$ cat src/rtl/d8m_pattern_source_pkg.sv
// Shared types for the synthetic D8M raw-Bayer stream source:
// FSM states, Bayer site encoding and pattern select codes.
package d8m_pattern_source_pkg;

    typedef enum logic [1:0] {
        ST_IDLE       = 2'd0,
        ST_VBLANK     = 2'd1,
        ST_ACTIVE_PIX = 2'd2,
        ST_ACTIVE_BLK = 2'd3
    } state_t;

    typedef enum logic [1:0] {
        SITE_R = 2'd0,
        SITE_G = 2'd1,
        SITE_B = 2'd2
    } bayer_site_t;

    localparam logic [1:0] PAT_RAMP  = 2'd0;
    localparam logic [1:0] PAT_BARS  = 2'd1;
    localparam logic [1:0] PAT_CHECK = 2'd2;
    localparam logic [1:0] PAT_FLAT  = 2'd3;

    localparam logic [9:0] PIX_FULL = 10'h3FF;
    localparam logic [9:0] PIX_ZERO = 10'h000;

    // GRBG mosaic: even rows G/R, odd rows B/G.
    function automatic bayer_site_t bayer_site(input logic x_lsb, input logic y_lsb);
        bayer_site_t site;
        case ({y_lsb, x_lsb})
            2'b00:   site = SITE_G;
            2'b01:   site = SITE_R;
            2'b10:   site = SITE_B;
            2'b11:   site = SITE_G;
            default: site = SITE_G;
        endcase
        return site;
    endfunction

endpackage

$ cat src/rtl/d8m_pattern_source_pixel.sv
// Combinational pixel generator: maps raster position, latched pattern,
// bar index and latched frame count to one 10-bit raw Bayer sample.
module d8m_pattern_pixel
    import d8m_pattern_source_pkg::*;
(
    input  logic [10:0] x,
    input  logic [10:0] y,
    input  logic [1:0]  sel,
    input  logic [2:0]  bar,
    input  logic [7:0]  flat_cnt,
    output logic [9:0]  d
);

    bayer_site_t site_s;
    logic [2:0]  rgb_s;
    logic        chan_on_s;
    logic        unused_s;

    // Only the low ten x bits and y bits 0 and 5 shape any pattern.
    assign unused_s = ^{x[10], y[10:6], y[4:1]};

    // Colour-bar channel enable at the current Bayer site ({R,G,B} = ~bar).
    always_comb begin
        site_s    = bayer_site(x[0], y[0]);
        rgb_s     = ~bar;
        chan_on_s = 1'b0;
        case (site_s)
            SITE_R:  chan_on_s = rgb_s[2];
            SITE_G:  chan_on_s = rgb_s[1];
            SITE_B:  chan_on_s = rgb_s[0];
            default: chan_on_s = 1'b0;
        endcase
    end

    // Pattern multiplexer.
    always_comb begin
        d = PIX_ZERO;
        case (sel)
            PAT_RAMP:  d = x[9:0];
            PAT_BARS:  begin
                if (chan_on_s) d = PIX_FULL;
                else           d = PIX_ZERO;
            end
            PAT_CHECK: begin
                if (x[5] ^ y[5]) d = PIX_FULL;
                else             d = PIX_ZERO;
            end
            PAT_FLAT:  d = {flat_cnt, 2'b00};
            default:   d = PIX_ZERO;
        endcase
    end

endmodule

$ cat src/rtl/d8m_pattern_source.sv
// Synthetic D8M camera transmitter: raster FSM, counters and registered
// MIPI_PIXEL_D/HS/VS outputs driven from the next-state raster position.
module d8m_pattern_source
    import d8m_pattern_source_pkg::*;
#(
    parameter int unsigned H_ACTIVE = 640,
    parameter int unsigned H_BLANK  = 160,
    parameter int unsigned V_BLANK  = 45,
    parameter int unsigned V_ACTIVE = 480,
    parameter int unsigned BAR_W    = 80
) (
    input  logic       MIPI_PIXEL_CLK,
    input  logic       RESET_N,
    input  logic       enable,
    input  logic [1:0] pattern_sel,
    output logic [9:0] MIPI_PIXEL_D,
    output logic       MIPI_PIXEL_HS,
    output logic       MIPI_PIXEL_VS,
    output logic       frame_start,
    output logic [7:0] frame_cnt
);

    localparam logic [10:0] LINE_LAST = 11'(H_ACTIVE + H_BLANK - 1);
    localparam logic [10:0] HACT_LAST = 11'(H_ACTIVE - 1);
    localparam logic [10:0] HBLK_LAST = 11'(H_BLANK - 1);
    localparam logic [10:0] VBLK_LAST = 11'(V_BLANK - 1);
    localparam logic [10:0] VACT_LAST = 11'(V_ACTIVE - 1);
    localparam logic [6:0]  BAR_LAST  = 7'(BAR_W - 1);

    state_t      state_r, state_nxt_s;
    logic [10:0] x_r, x_nxt_s;
    logic [10:0] y_r, y_nxt_s;
    logic [2:0]  bar_r, bar_nxt_s;
    logic [6:0]  bar_px_r, bar_px_nxt_s;
    logic [1:0]  sel_r, sel_nxt_s;
    logic [7:0]  fcnt_r, fcnt_nxt_s;
    logic [7:0]  flat_r, flat_nxt_s;
    logic        fs_nxt_s;
    logic        hs_nxt_s, vs_nxt_s;
    logic [9:0]  d_nxt_s, pix_s;
    logic [9:0]  d_r;
    logic        hs_r, vs_r, fs_r;

    // x doubles as the in-line cycle counter and y as the blank-line counter
    // during VBLANK, so one pair of counters covers the whole raster.
    always_comb begin
        state_nxt_s  = state_r;
        x_nxt_s      = x_r;
        y_nxt_s      = y_r;
        bar_nxt_s    = bar_r;
        bar_px_nxt_s = bar_px_r;
        sel_nxt_s    = sel_r;
        fcnt_nxt_s   = fcnt_r;
        flat_nxt_s   = flat_r;
        fs_nxt_s     = 1'b0;
        case (state_r)
            ST_IDLE: begin
                x_nxt_s      = 11'd0;
                y_nxt_s      = 11'd0;
                bar_nxt_s    = 3'd0;
                bar_px_nxt_s = 7'd0;
                if (enable) state_nxt_s = ST_VBLANK;
                else        state_nxt_s = ST_IDLE;
            end
            ST_VBLANK: begin
                if (x_r == LINE_LAST) begin
                    x_nxt_s = 11'd0;
                    if (y_r == VBLK_LAST) begin
                        y_nxt_s      = 11'd0;
                        bar_nxt_s    = 3'd0;
                        bar_px_nxt_s = 7'd0;
                        if (enable) begin
                            state_nxt_s = ST_ACTIVE_PIX;
                            sel_nxt_s   = pattern_sel;
                            flat_nxt_s  = fcnt_r;
                            fs_nxt_s    = 1'b1;
                        end else begin
                            state_nxt_s = ST_IDLE;
                        end
                    end else begin
                        y_nxt_s = y_r + 11'd1;
                    end
                end else begin
                    x_nxt_s = x_r + 11'd1;
                end
            end
            ST_ACTIVE_PIX: begin
                if (x_r == HACT_LAST) begin
                    x_nxt_s     = 11'd0;
                    state_nxt_s = ST_ACTIVE_BLK;
                end else begin
                    x_nxt_s = x_r + 11'd1;
                    if (bar_px_r == BAR_LAST) begin
                        bar_px_nxt_s = 7'd0;
                        bar_nxt_s    = bar_r + 3'd1;
                    end else begin
                        bar_px_nxt_s = bar_px_r + 7'd1;
                    end
                end
            end
            ST_ACTIVE_BLK: begin
                if (x_r == HBLK_LAST) begin
                    x_nxt_s      = 11'd0;
                    bar_nxt_s    = 3'd0;
                    bar_px_nxt_s = 7'd0;
                    if (y_r == VACT_LAST) begin
                        y_nxt_s     = 11'd0;
                        fcnt_nxt_s  = fcnt_r + 8'd1;
                        state_nxt_s = ST_VBLANK;
                    end else begin
                        y_nxt_s     = y_r + 11'd1;
                        state_nxt_s = ST_ACTIVE_PIX;
                    end
                end else begin
                    x_nxt_s = x_r + 11'd1;
                end
            end
            default: begin
                state_nxt_s = ST_IDLE;
                x_nxt_s     = 11'd0;
                y_nxt_s     = 11'd0;
            end
        endcase
    end

    d8m_pattern_pixel u_pixel (
        .x        (x_nxt_s),
        .y        (y_nxt_s),
        .sel      (sel_nxt_s),
        .bar      (bar_nxt_s),
        .flat_cnt (flat_nxt_s),
        .d        (pix_s)
    );

    // Output values for the state being entered, so D/HS/VS align on one edge.
    always_comb begin
        hs_nxt_s = (state_nxt_s == ST_ACTIVE_PIX);
        vs_nxt_s = (state_nxt_s == ST_ACTIVE_PIX) || (state_nxt_s == ST_ACTIVE_BLK);
        if (hs_nxt_s) d_nxt_s = pix_s;
        else          d_nxt_s = 10'h000;
    end

    // FSM state and raster counters.
    always_ff @(posedge MIPI_PIXEL_CLK or negedge RESET_N) begin
        if (!RESET_N) begin
            state_r  <= ST_IDLE;
            x_r      <= 11'd0;
            y_r      <= 11'd0;
            bar_r    <= 3'd0;
            bar_px_r <= 7'd0;
            sel_r    <= 2'd0;
            fcnt_r   <= 8'd0;
            flat_r   <= 8'd0;
        end else begin
            state_r  <= state_nxt_s;
            x_r      <= x_nxt_s;
            y_r      <= y_nxt_s;
            bar_r    <= bar_nxt_s;
            bar_px_r <= bar_px_nxt_s;
            sel_r    <= sel_nxt_s;
            fcnt_r   <= fcnt_nxt_s;
            flat_r   <= flat_nxt_s;
        end
    end

    // Registered stream outputs.
    always_ff @(posedge MIPI_PIXEL_CLK or negedge RESET_N) begin
        if (!RESET_N) begin
            d_r  <= 10'h000;
            hs_r <= 1'b0;
            vs_r <= 1'b0;
            fs_r <= 1'b0;
        end else begin
            d_r  <= d_nxt_s;
            hs_r <= hs_nxt_s;
            vs_r <= vs_nxt_s;
            fs_r <= fs_nxt_s;
        end
    end

    assign MIPI_PIXEL_D  = d_r;
    assign MIPI_PIXEL_HS = hs_r;
    assign MIPI_PIXEL_VS = vs_r;
    assign frame_start   = fs_r;
    assign frame_cnt     = fcnt_r;

endmodule

$ cat config.mk
export PLATFORM = sky130hd
export DESIGN_NAME = d8m_pattern_source
export DESIGN_NICKNAME = d
export VERILOG_FILES = /design/src/rtl/d8m_pattern_source_pkg.sv /design/src/rtl/d8m_pattern_source_pixel.sv /design/src/rtl/d8m_pattern_source.sv
export SDC_FILE = /design/constraint.sdc
export NUM_CORES = 1
export LEC_CHECK = 0
export CAP_MARGIN = 20
export CELL_PAD_IN_SITES_DETAIL_PLACEMENT = 1
export CELL_PAD_IN_SITES_GLOBAL_PLACEMENT = 2
export CORE_UTILIZATION = 30
export DETAILED_ROUTE_END_ITERATION = 12
export PLACE_DENSITY = 0.74
export SLEW_MARGIN = 25
export SYNTH_ARGS = -nofsm -noshare
export SYNTH_HDL_FRONTEND = slang
export SYNTH_SLANG_ARGS = --single-unit
$ cat constraint.sdc
create_clock -name MIPI_PIXEL_CLK -period 4.85 [get_ports MIPI_PIXEL_CLK]
set_clock_uncertainty 0.05 [all_clocks]
set_input_delay 0.97 -clock MIPI_PIXEL_CLK [delete_from_list [all_inputs] [get_ports MIPI_PIXEL_CLK]]
set_output_delay 0.97 -clock MIPI_PIXEL_CLK [all_outputs]
set_load 0.05 [all_outputs]
Word level (Yosys, flattened, before mapping). Cells that the tools add are included.

Bits of input ports: 5. Register bits: 65. Logic and storage cells: 100.

Mux-type cells: 47. $add $sub $neg: 5. Eq/ne operators: 23. Reduce and logical (&&, ||, !) cells: 10. Bitwise gates (word level): 2.

Operator list (number): 2-to-1 mux 11 bit (7); case mux 11 bit (4 select lines) (1); case mux 10 bit (4 select lines) (1); 2-to-1 mux 7 bit (5); case mux 11 bit (3 select lines) (1); 2-to-1 mux 8 bit (4); 2-to-1 mux 10 bit (3); case mux 7 bit (4 select lines) (1); adder 11 x 1 -> 11 bit, second input constant (2); equality test 11 x 10 -> 1 bit, second input constant (2); 2-to-1 mux 2 bit (10); equality test 2 bit, second input constant (9); 2-to-1 mux 3 bit (5); case mux 3 bit (4 select lines) (1); equality test 11 x 6 -> 1 bit, second input constant (1); equality test 11 x 8 -> 1 bit, second input constant (1); equality test 11 x 9 -> 1 bit, second input constant (1); adder 8 x 1 -> 8 bit, second input constant (1); equality test 2 x 1 -> 1 bit, second input constant (4); zero test 2 bit (4); inequality test 2 bit, second input constant (4); case mux 2 bit (4 select lines) (1); adder 7 x 1 -> 7 bit, second input constant (1); equality test 7 bit, second input constant (1); 11 further kinds (16).

Longest topological paths before layout. Gate-level depths: netlist of the first run.

Depth in word-level cells: 12. Depth in mapped cells: 16. Gate-level depth less buffers: 14.

Cells and area by module. Synthesis of the first run repeated with hierarchy kept, for this count alone.

Cell total of the unflattened synthesis: 353. Area total of the unflattened synthesis: 3459.6 um^2.

Modules (own cells, without submodules): d8m_pattern_source (instances 1, sequential area each 1626.6 um^2, area an instance 3203.1 um^2, cells each 305); d8m_pattern_pixel (instances 1, sequential area each 0.0 um^2, area an instance 256.5 um^2, cells each 48).

Worst setup path before layout of the first run. No wires, ideal clock.

Path kind: flip-flop to flip-flop. Start point: register y_r[7]. End point: register d_r[1], in the netlist MIPI_PIXEL_D[1]. Clock period less this slack: 3.395 ns. Cell stages (with the launch flop): 14. Setup slack: 1.455 ns. Required time: 4.735 ns. Arrival time: 3.280 ns. Library setup time: 0.065 ns. Buffers on the path: 1. Cells stage by stage: dfrtp_1 -> or4b_1 -> or4_4 -> a32oi_1 -> clkbuf_1 -> o21ai_0 -> inv_1 -> ha_1 -> inv_1 -> a2111oi_0 -> a311oi_1 -> nor3_4 -> a31oi_4 -> o21ba_1.

Longest elaborated chain between the ends: 12.

Ends and longest elaborated chain: start, declared (RTL line d8m_pattern_source.sv:32) `logic [10:0] y_r, y_nxt_s;`; start signal, assigned (RTL line d8m_pattern_source.sv:157) `y_r <= y_nxt_s;`; equality test 11 x 9 -> 1 bit or equality test 11 x 6 -> 1 bit (tied branches) (RTL line d8m_pattern_source.sv:106, d8m_pattern_source.sv:68); 2-to-1 mux 11 bit, on equally long branches (RTL line d8m_pattern_source.sv:106, d8m_pattern_source.sv:68); 2-to-1 mux 11 bit, on equally long branches (RTL line d8m_pattern_source.sv:102, d8m_pattern_source.sv:66); case mux 11 bit (3 select lines) * (RTL line d8m_pattern_source.sv:56) `case (state_r)`; named net u_pixel.y[0] (RTL line d8m_pattern_source_pixel.sv:7) `input logic [10:0] y,`; equality test 2 bit or zero test 2 bit (tied branches) (RTL line d8m_pattern_source_pkg.sv:29) `case ({y_lsb, x_lsb})`; OR reduction 2 bit (no source line); case mux 2 bit (3 select lines) * (RTL line d8m_pattern_source_pkg.sv:29); equality test 2 bit, or another cell as far along (RTL line d8m_pattern_source_pixel.sv:27) `case (site_s)`; case mux 1 bit (3 select lines) * (RTL line d8m_pattern_source_pixel.sv:27); 2-to-1 mux 10 bit * (RTL line d8m_pattern_source_pixel.sv:41) `if (chan_on_s) d = PIX_FULL;`; case mux 10 bit (4 select lines) * (RTL line d8m_pattern_source_pixel.sv:38) `case (sel)`; 2-to-1 mux 10 bit * (RTL line d8m_pattern_source.sv:139) `if (hs_nxt_s) d_nxt_s = pix_s;`; named net d_nxt_s[1] (RTL line d8m_pattern_source.sv:40) `logic [9:0] d_nxt_s, pix_s;`; end signal, assigned (RTL line d8m_pattern_source.sv:174) `d_r <= d_nxt_s;`; end, declared (RTL line d8m_pattern_source.sv:41) `logic [9:0] d_r;`.

The timed path passes the listed nets; every way through them passes the cells marked *. The select of a mux whose other input is x is not followed. A chain may end at the register's enable or synchronous reset.

Worst setup path after layout of the first run.
Start point: register y_r[7]. End point: register d_r[9], in the netlist MIPI_PIXEL_D[9].

Longest elaborated chain between the ends: 12.

Ends and longest elaborated chain (RTL line): equality test 11 x 9 -> 1 bit or equality test 11 x 6 -> 1 bit (tied branches) (d8m_pattern_source.sv:106, d8m_pattern_source.sv:68); 2-to-1 mux 11 bit, on equally long branches (d8m_pattern_source.sv:106, d8m_pattern_source.sv:68); 2-to-1 mux 11 bit, on equally long branches (d8m_pattern_source.sv:102, d8m_pattern_source.sv:66); case mux 11 bit (3 select lines) (d8m_pattern_source.sv:56); equality test 2 bit or zero test 2 bit (tied branches) (d8m_pattern_source_pkg.sv:29); OR reduction 2 bit (no source line); case mux 2 bit (3 select lines) (d8m_pattern_source_pkg.sv:29); equality test 2 bit, or another cell as far along (d8m_pattern_source_pixel.sv:27); case mux 1 bit (3 select lines) (d8m_pattern_source_pixel.sv:27); 2-to-1 mux 10 bit (d8m_pattern_source_pixel.sv:41); case mux 10 bit (4 select lines) (d8m_pattern_source_pixel.sv:38); 2-to-1 mux 10 bit * (d8m_pattern_source.sv:139); named net d_nxt_s[9] (d8m_pattern_source.sv:40).

Marked as above.

==> flow_summary.ini, run 1 <==
[worst_hold_path]
hold_path_class = reg -> reg
min_from = flat_r[5]$_DFF_PN0_
min_to = flat_r[5]$_DFF_PN0_
holdPathStages = 1

[placed_design]
hpwl_microns = 6550
port_buffers = 25
gp_congestion = 0.791
dp_cells = 496

[detailed_routing]
drt_pre_antenna_iters = 5
viasPerCell = 5.24
vias = 2685
drc = 0
dr.first_iter.drc_count = 86
post_drt_wl_per_cell_microns = 17.6
drt_wl_total_microns = 9000
ant_nets = 0

[pwr]
pwr-share-comb = 0.051
p_per_area_nw_per_um2 = 259
clkPwrFrac = 0.416
p_seq_frac = 0.533
total_power_mw = 1.03
ir_drop_v = 0.000163
p_int_uw = 758
switchingPower_uw = 274
leakage_nw = 1.66
swShare = 0.265

[yosys]
async_flop_share = 1.00
synth_edf_count = 0
yosys_warnings = 0
postSynthNetCount = 345
synth_seq_cells = 64
syn_area_sq_um = 3380
ys.flop_type = dfrtp_1
synth_cells = 332
ys_seq_area_frac = 0.474
syn_avg_cell_area_sq_um = 10.2
yosys.cell_types.count = 67

[critical_path]
required_ns = 5.06
r2r_end = MIPI_PIXEL_D[9]$_DFF_PN0_
cp_top_family = simple AND/OR/NAND/NOR gates
rr_worst_depth = 8
crit_path_max_fanout = 11
slowest_stage = or4b_1
cp-end-kind = flip-flop
cpPeakStageDelay_ns = 0.58
rrSetupSlack_ns = 1.13
crit_type = reg -> reg
r2r_start = y_r[7]$_DFFE_PN0P_
path_buf_inv = 1
worstPathArrival_ns = 3.94
crit_chain = or4b_1 -> or4_4 -> nor3_4 -> mux2i_2 -> clkinv_1 -> nor2_4 -> a22oi_1 -> o22ai_1
cp-start-kind = flip-flop

[global_routing]
grt_max_degree = 43
grt_use_total = 0.171
grt_pass1_vias = 2911
grt_pass1_wl_microns = 15100
grt.overflow.total = 0
grt_antenna_before_repair = 0

[sta]
setup_viol = 0
finalMaxSlewViolations = 0
whs_ns = 0.457
fin_crit_sh = 0.768
hold_viol_final = 0
finalSetupTns_ns = 0
slew_headroom = 0.476
worst_pin_slew_ns = 0.784
max_freq_mhz = 269
rsz0062_at_grt = no
fin_crit_ns = 3.72

[cts]
ctsHoldBuffers = 0
numCtsBuffers = 9
htree_levels = 3
cts_tree = built
cts.path.max_buffers = 2
cts_resized = 0
clk_latency_ns = 0.36
clock_sinks = 64
post_cts_buffers = 0
cts-root-buf = clkbuf_8
clk_pin_slew_worst_paths_ns = 0.07

[die]
fp-row-count = 38
start_util = 0.310
die_area_sq_um = 11700
coreArea_sq_um = 10900
fp.dieH_microns = 108
die_w_microns = 108
ios = 26

[cells_and_area]
instances_no_fill = 512
final_util = 0.366
syn_to_final_growth_pct = 18.0
nets = 380
drive_above_1_share = 0.129
antenna_cells = 0
nFillCells = 1218

[status]
status = completed

[job]
cap_violations = 0
## cells by family (layout without fill, tap and decap cells)
kind of cell | after synthesis | after routing | synth area share
AND/OR/NAND/NOR | 136 | 136 | 0.225
AO/OA/AOI/OAI | 73 | 73 | 0.152
flip-flops | 64 | 64 | 0.474
XOR/XNOR | 19 | 19 | 0.0493
buffers and inverters | 19 | 59 | 0.0248
multiplexers | 13 | 13 | 0.0452
adder cells (fa/ha/maj) | 8 | 8 | 0.0296
## worst max path at each step
stage | start | endpoint | slack, ns | cells after the start
after global routing | y_r[7]$_DFFE_PN0P_ | MIPI_PIXEL_D[9]$_DFF_PN0_ | 0.80 | 8
after CTS | y_r[7]$_DFFE_PN0P_ | MIPI_PIXEL_D[1]$_DFF_PN0_ | 1.09 | 8
after detailed placement | enable | MIPI_PIXEL_D[1]$_DFF_PN0_ | 1.04 | 8
final | y_r[7]$_DFFE_PN0P_ | MIPI_PIXEL_D[9]$_DFF_PN0_ | 1.13 | 8
after floorplan | y_r[7]$_DFFE_PN0P_ | MIPI_PIXEL_D[1]$_DFF_PN0_ | 1.45 | 13
after global placement | enable | MIPI_PIXEL_D[1]$_DFF_PN0_ | 1.12 | 8
## power groups by stage
stage | Combinational [mW] | Sequential, mW | Clock [mW]
after global placement | 0.0517 | 0.560 | 0
final | 0.0523 | 0.550 | 0.430
after floorplan | 0.0215 | 0.564 | 0
after CTS | 0.0535 | 0.550 | 0.449
after global routing | 0.0597 | 0.551 | 0.467
after detailed placement | 0.0532 | 0.560 | 0
## sequential cells by signal, indices dropped and copies added, names as in the netlist
signal,cells
y_r,11
frame_cnt,8
sel_r,2
MIPI_PIXEL_VS,1
x_r,11
frame_start,1
flat_r,8
bar_px_r,7
bar_r,3
state_r,1
MIPI_PIXEL_D,10
MIPI_PIXEL_HS,1
## routing by layer
layer	global-route usage	vias up	share of wire	wire length (microns)
li1	-	1292	-	-
met1	0.217	1334	0.47	4210
met2	0.282	44	0.48	4360
met3	0.0404	15	0.030	269
met4	0.0656	0	0.018	161
met5	0	-	0	0
## worst reg2reg max path: cells and delay by family (launching register included)
| kind | cells | cell delay, ns |
|---|---|---|
| mux | 1 | 0.47 |
| flops | 1 | 0.43 |
| simple gates | 4 | 1.93 |
| buf+inv | 1 | 0.42 |
| compound gates | 2 | 0.33 |
## cells in the final DEF, fill, tap and decap left out, types with 3 or more instances in the layout
cell             instances
o22ai_1                  9
buf_4                    6
nor3_1                   3
clkbuf_8                10
mux2i_2                  3
nand4_1                  8
and3_1                   8
a21oi_1                  7
clkinvlp_4               3
dfrtp_1                 64
xor2_1                   8
xnor2_1                 11
inv_1                   11
nor2_1                  34
and4_1                   5
nand2_1                 29
clkdlybuf4s50_1         24
o21ai_0                 21
a31oi_1                  3
a22oi_1                  7
ha_1                     8
nand3_1                 19
mux2_2                   9
o31ai_1                  5
nor2b_1                  4
## stage by stage
step	area (sq um)	setup slack (ns)
6_report	3990	1.13
5_1_grt	3990	0.802
4_1_cts	3980	1.09
3_5_place_dp	3800	1.04
3_3_place_gp	3800	1.12
2_1_floorplan	3380	1.45
## synth_stat cells, drive strengths merged (2+ instances only)
library cell,n,area (sq um)
xor2,8,70.1
inv,11,41.3
or4,2,18.8
mux2i,4,51.3
clkbuf,3,11.3
o21ai,23,130
and2,2,12.5
and4,5,43.8
o211ai,2,15.0
a211o,2,17.5
ha,8,100
mux2,9,101
nand2,29,109
nor2b,4,25.0
o22ai,9,56.3
a22oi,7,52.6
nor3,6,57.6
nand4bb,2,22.5
nand3,20,105
buf,3,23.8
dfrtp,64,1600
clkinv,2,7.51
a21boi,2,15.0
xnor2,11,96.3
a2111oi,2,17.5
nand4,8,50.1
o31ai,5,37.5
a21oi,7,35.0
nor2,36,145
and3,8,50.1
a31oi,4,40.0
nor4b,3,32.5
## area by class of cell
cell class              count  area [sq um]  share of cell area
clock buffers              10           138              0.0345
clock inverters             6          45.0              0.0113
inverters                  13          48.8              0.0122
multi-input cells         249          1690               0.424
flip-flops and latches     64          1600               0.402
well taps                 140           175              0.0440
repair buffers             30           285              0.0716
(Power assumes the default switching activity.)
==> run 2, diff against run 1 <==
Clock period 4.85 ns to 3.8 ns, I/O delays scaled along.
==> run 2 against run 1 <==
  * Via count grew 1.9%
  * Worst setup slack worse by 0.80 ns
  * Critical endpoint is now MIPI_PIXEL_D[6]$_DFF_PN0_
  * Cell count rose by 2.0%
  * Highest routed layer unchanged
  * Largest power group unchanged
==> flow_summary.ini, run 2 (synthesis gave the netlist of run 1 again) <==
[sta]
fin_crit_ns = 3.48
slew_headroom = 0.575
rsz0062_at_grt = no
finalSetupTns_ns = 0
worst_pin_slew_ns = 0.638
hold_viol_final = 0
fin_ws_ns = 0.323
fin_crit_sh = 0.915
finalMaxSlewViolations = 0
setup_viol = 0
whs_ns = 0.370
max_freq_mhz = 288

[detailed_routing]
ant_nets = 0
drc = 0
vias = 2735
dr.first_iter.drc_count = 86
viasPerCell = 5.24
post_drt_wl_per_cell_microns = 17.9
drt_wl_total_microns = 9320
drt_pre_antenna_iters = 4

[critical_path]
setup.worst_path.start = y_r[7]$_DFFE_PN0P_
r2r_start = y_r[7]$_DFFE_PN0P_
worstPathArrival_ns = 3.72
crit_path_max_fanout = 9
cp-start-kind = flip-flop
required_ns = 4.04
cpPeakStageDelay_ns = 0.58
crit_type = reg -> reg
crit_chain = or4b_1 -> or4_4 -> nor3_4 -> buf_4 -> mux2i_2 -> clkinv_1 -> nand2_1 -> o22ai_1 -> nor2_1 -> o211a_1
cp-end-kind = flip-flop
slowest_stage = or4b_1

[cts]
clock_sinks = 64
cts_tree = built
htree_levels = 3
cts.path.max_buffers = 2
cts-root-buf = clkbuf_8
numCtsBuffers = 9
clk_pin_slew_worst_paths_ns = 0.09
clk_latency_ns = 0.35

[cells_and_area]
drive_above_1_share = 0.154
multi_input_area_sq_um = 1700
nets = 390
antenna_cells = 0
finalInstanceArea_sq_um = 4110
syn_to_final_growth_pct = 21.6
final_util = 0.377
final_common_cell = dfrtp_1
layout_common_cells = 64 x dfrtp_1, 34 x nor2_1, 29 x nand2_1, 24 x clkdlybuf4s50_1, 21 x o21ai_0
instances_no_fill = 522
regArea_sq_um = 1600
nFillCells = 1233

[global_routing]
grt_pass1_wl_microns = 15600
grt_pass1_vias = 2994
grt_antenna_before_repair = 0
grt_max_degree = 27
grt_use_total = 0.175
grt.overflow.total = 0

[placed_design]
port_buffers = 25
gp_congestion = 0.784
hpwl_microns = 6770
dp_cells = 506
dp_slack_ns = 0.182
placed_cell_area_sq_um = 3870

[pwr]
total_power_mw = 1.46
leakage_nw = 1.73
p_per_area_nw_per_um2 = 356
ir_drop_v = 0.000174

[die]
die_area_sq_um = 11700
start_util = 0.310
fp.dieH_microns = 108
coreArea_sq_um = 10900
die_w_microns = 108
fp-row-count = 38
ios = 26

[status]
status = completed

[job]
cap_violations = 0

[worst_hold_path]
hold_path_class = in -> async
-- run 2: where the power goes --
part	switching, mW	total (mW)	internal [mW]
registers	0.00953	0.701	0.691
clock network	0.318	0.694	0.376
logic	0.0457	0.0669	0.0212
total	0.373	1.46	1.09
-- run 2: worst max-delay path, delay by kind of cell, from the launching register on --
kind,cells,cell delay (ns)
AO/OA/AOI/OAI,2,0.29
buffers and inverters,2,0.49
flip-flops,1,0.43
multiplexers,1,0.55
AND/OR/NAND/NOR,5,1.60
-- run 2: final cells by class --
type,count,share of cell area
well taps,140,0.0427
inverters,13,0.0119
flip-flops and latches,64,0.390
multi-input cells,249,0.413
clock inverters,7,0.0247
clock buffers,9,0.0302
repair buffers,40,0.0871
-- run 2: worst paths after layout --
path,endpoint,slack [ns],depth (start not counted)
min in group MIPI_PIXEL_CLK,frame_cnt[7]$_DFFE_PN0P_,0.46,1
hold reg to reg,frame_cnt[7]$_DFFE_PN0P_,0.46,1
max in group asynchronous,flat_r[5]$_DFF_PN0_,2.55,2
hold / removal,y_r[10]$_DFFE_PN0P_,0.37,1
setup reg to reg,MIPI_PIXEL_D[6]$_DFF_PN0_,0.32,10
setup / recovery,MIPI_PIXEL_D[6]$_DFF_PN0_,0.32,10
-- run 2: per-layer routing --
metal	up-vias	part of all wire	GRT usage
li1	1305	-	-
met1	1384	0.46	0.221
met2	35	0.50	0.299
met3	11	0.025	0.0368
met4	0	0.016	0.0538
met5	-	0	0
-- run 2: what timing repair did --
item	CTS	global route
hold buffers	0	0
resized for setup	0	2
buffers inserted	0	0
setup endpoints to repair	0	9
==> run 3, diff against run 2 <==
Settings changed: CORE_ASPECT_RATIO from default to 1.75, DONT_BUFFER_PORTS from default to 1, PLACE_DENSITY 0.74 to 0.7.
==> run 3 against run 2 <==
  * Worst hold slack worse by 0.30 ns
  * Highest routed layer unchanged
  * Largest power group is now clock
  * Power increased by 8.8%
  * Clock power is 22% higher
  * Largest cell class unchanged
==> flow_summary.ini, run 3 (synthesis gave the netlist of run 1 again) <==
[cts]
ctsHoldBuffers = 0
clock_sinks = 64
post_cts_buffers = 0
clk_pin_slew_worst_paths_ns = 0.06
cts_resized = 0
clk_latency_ns = 0.34
cts_tree = built
numCtsBuffers = 9
cts-root-buf = clkbuf_16
htree_levels = 3
cts.path.max_buffers = 2

[critical_path]
cp-start-kind = flip-flop
rrSetupSlack_ns = 0.35
worstPathArrival_ns = 3.62
crit_chain = or4b_1 -> or4_4 -> a32oi_1 -> o21ai_0 -> buf_4 -> ha_1 -> inv_1 -> a2111oi_0 -> a311oi_1 -> buf_4 -> nor3_4 -> a31oi_4 -> o21ba_1
cpPeakStageDelay_ns = 0.58
crit_path_max_fanout = 9
slowest_stage = or4b_1
cp_top_family = compound AO/OA/AOI/OAI gates
path_buf_inv = 3
cpMostUsedCell = buf_4
required_ns = 3.97
crit_type = reg -> reg
cp-end-kind = flip-flop

[global_routing]
grt_pass1_wl_microns = 15700
grt_antenna_before_repair = 0
grt.overflow.total = 0
grt_pass1_vias = 2907
grt_max_degree = 65
grt_use_total = 0.185

[pwr]
leakage_nw = 1.71
swShare = 0.233
pwr-share-comb = 0.021
p_per_area_nw_per_um2 = 401
p_seq_frac = 0.447
switchingPower_uw = 371
p_int_mw = 1.22
ir_drop_v = 0.000339
clkPwrFrac = 0.532

[detailed_routing]
drc = 0
drt_wl_total_microns = 9620
dr.first_iter.drc_count = 71
drt_pre_antenna_iters = 4
viasPerCell = 5.50
vias = 2710
ant_nets = 0
post_drt_wl_per_cell_microns = 19.5

[cells_and_area]
drive_above_1_share = 0.174
antenna_cells = 0
final_common_cell = dfrtp_1
syn_to_final_growth_pct = 17.5
final_util = 0.366
finalInstanceArea_sq_um = 3970
nets = 371
layout_common_cells = 64 x dfrtp_1, 34 x nor2_1, 29 x nand2_1, 21 x o21ai_0, 21 x buf_4

[die]
fp-row-count = 50
fp.dieH_microns = 142
coreArea_sq_um = 10800
ios = 26
die_area_sq_um = 11700
start_util = 0.312
die_w_microns = 82.2

[sta]
slew_headroom = 0.565
hold_viol_final = 0
setup_viol = 0
worst_pin_slew_ns = 0.636
rsz0062_at_grt = no
fin_crit_sh = 0.907
max_freq_mhz = 290
finalSetupTns_ns = 0
fin_crit_ns = 3.45
finalMaxSlewViolations = 0

[placed_design]
gp_congestion = 0.808
hpwl_microns = 7200
port_buffers = 0
placed_cell_area_sq_um = 3660

[job]
cap_violations = 0

[status]
status = completed

[worst_hold_path]
hold_path_class = in -> async
[run 3: changes by cell type in the layout (fill, tap and decap cells not counted), sizes merged]
| cell | previous run | this run |
|---|---|---|
| clkinv | 2 | 4 |
| buf | 16 | 21 |
| bufinv | 2 | 1 |
| clkdlybuf4s50 | 24 | 0 |
| clkinvlp | 2 | 1 |
[run 3: layout make-up]
type	instances	area (sq um)
timing repair buffer	21	158
inverter	13	48.8
clock buffer	9	225
multi-input combinational	249	1690
clock inverter	7	77.6
fill	1240	6860
tap	130	163
sequential	64	1600
[run 3: path summary, 6_finish.rpt]
check                                           from                        end  cells past startpoint
max in group asynchronous                    RESET_N       state_r[0]$_DFF_PN0_                      0
setup / recovery                  y_r[7]$_DFFE_PN0P_  MIPI_PIXEL_D[1]$_DFF_PN0_                     13
hold reg to reg              bar_px_r[0]$_DFFE_PN0P_    bar_px_r[0]$_DFFE_PN0P_                      1
hold / removal                               RESET_N           x_r[1]$_DFF_PN0_                      0
setup reg to reg                  y_r[7]$_DFFE_PN0P_  MIPI_PIXEL_D[1]$_DFF_PN0_                     13
min in group MIPI_PIXEL_CLK  bar_px_r[0]$_DFFE_PN0P_    bar_px_r[0]$_DFFE_PN0P_                      1
[run 3: per-stage QoR]
step | hold WS (ns) | total power [mW] | std cells | setup slack (ns)
floorplan | 0.414 | 0.747 | 332 | 0.405
global placement | 0.417 | 0.757 | 477 | 0.379
detailed placement | 0.416 | 0.758 | 477 | 0.296
CTS | 0.0573 | 1.62 | 493 | 0.263
global route | 0.0573 | 1.64 | 493 | 0.0942
finish | 0.0679 | 1.59 | 493 | 0.353
[run 3: routing by layer]
layer,GRT usage,vias up,share of wire
met1,0.201,1386,0.38
met3,0.0372,15,0.029
met4,0.0794,0,0.027
li1,-,1269,-
met5,0,-,0
met2,0.334,40,0.56
[run 3: power by group through the flow]
stage / clock network, mW / logic [mW] / registers, mW
global route: 0.891 / 0.0394 / 0.713
CTS: 0.870 / 0.0348 / 0.711
detailed placement: 0 / 0.0345 / 0.724
finish: 0.846 / 0.0341 / 0.711
floorplan: 0 / 0.0274 / 0.719
global placement: 0 / 0.0336 / 0.723
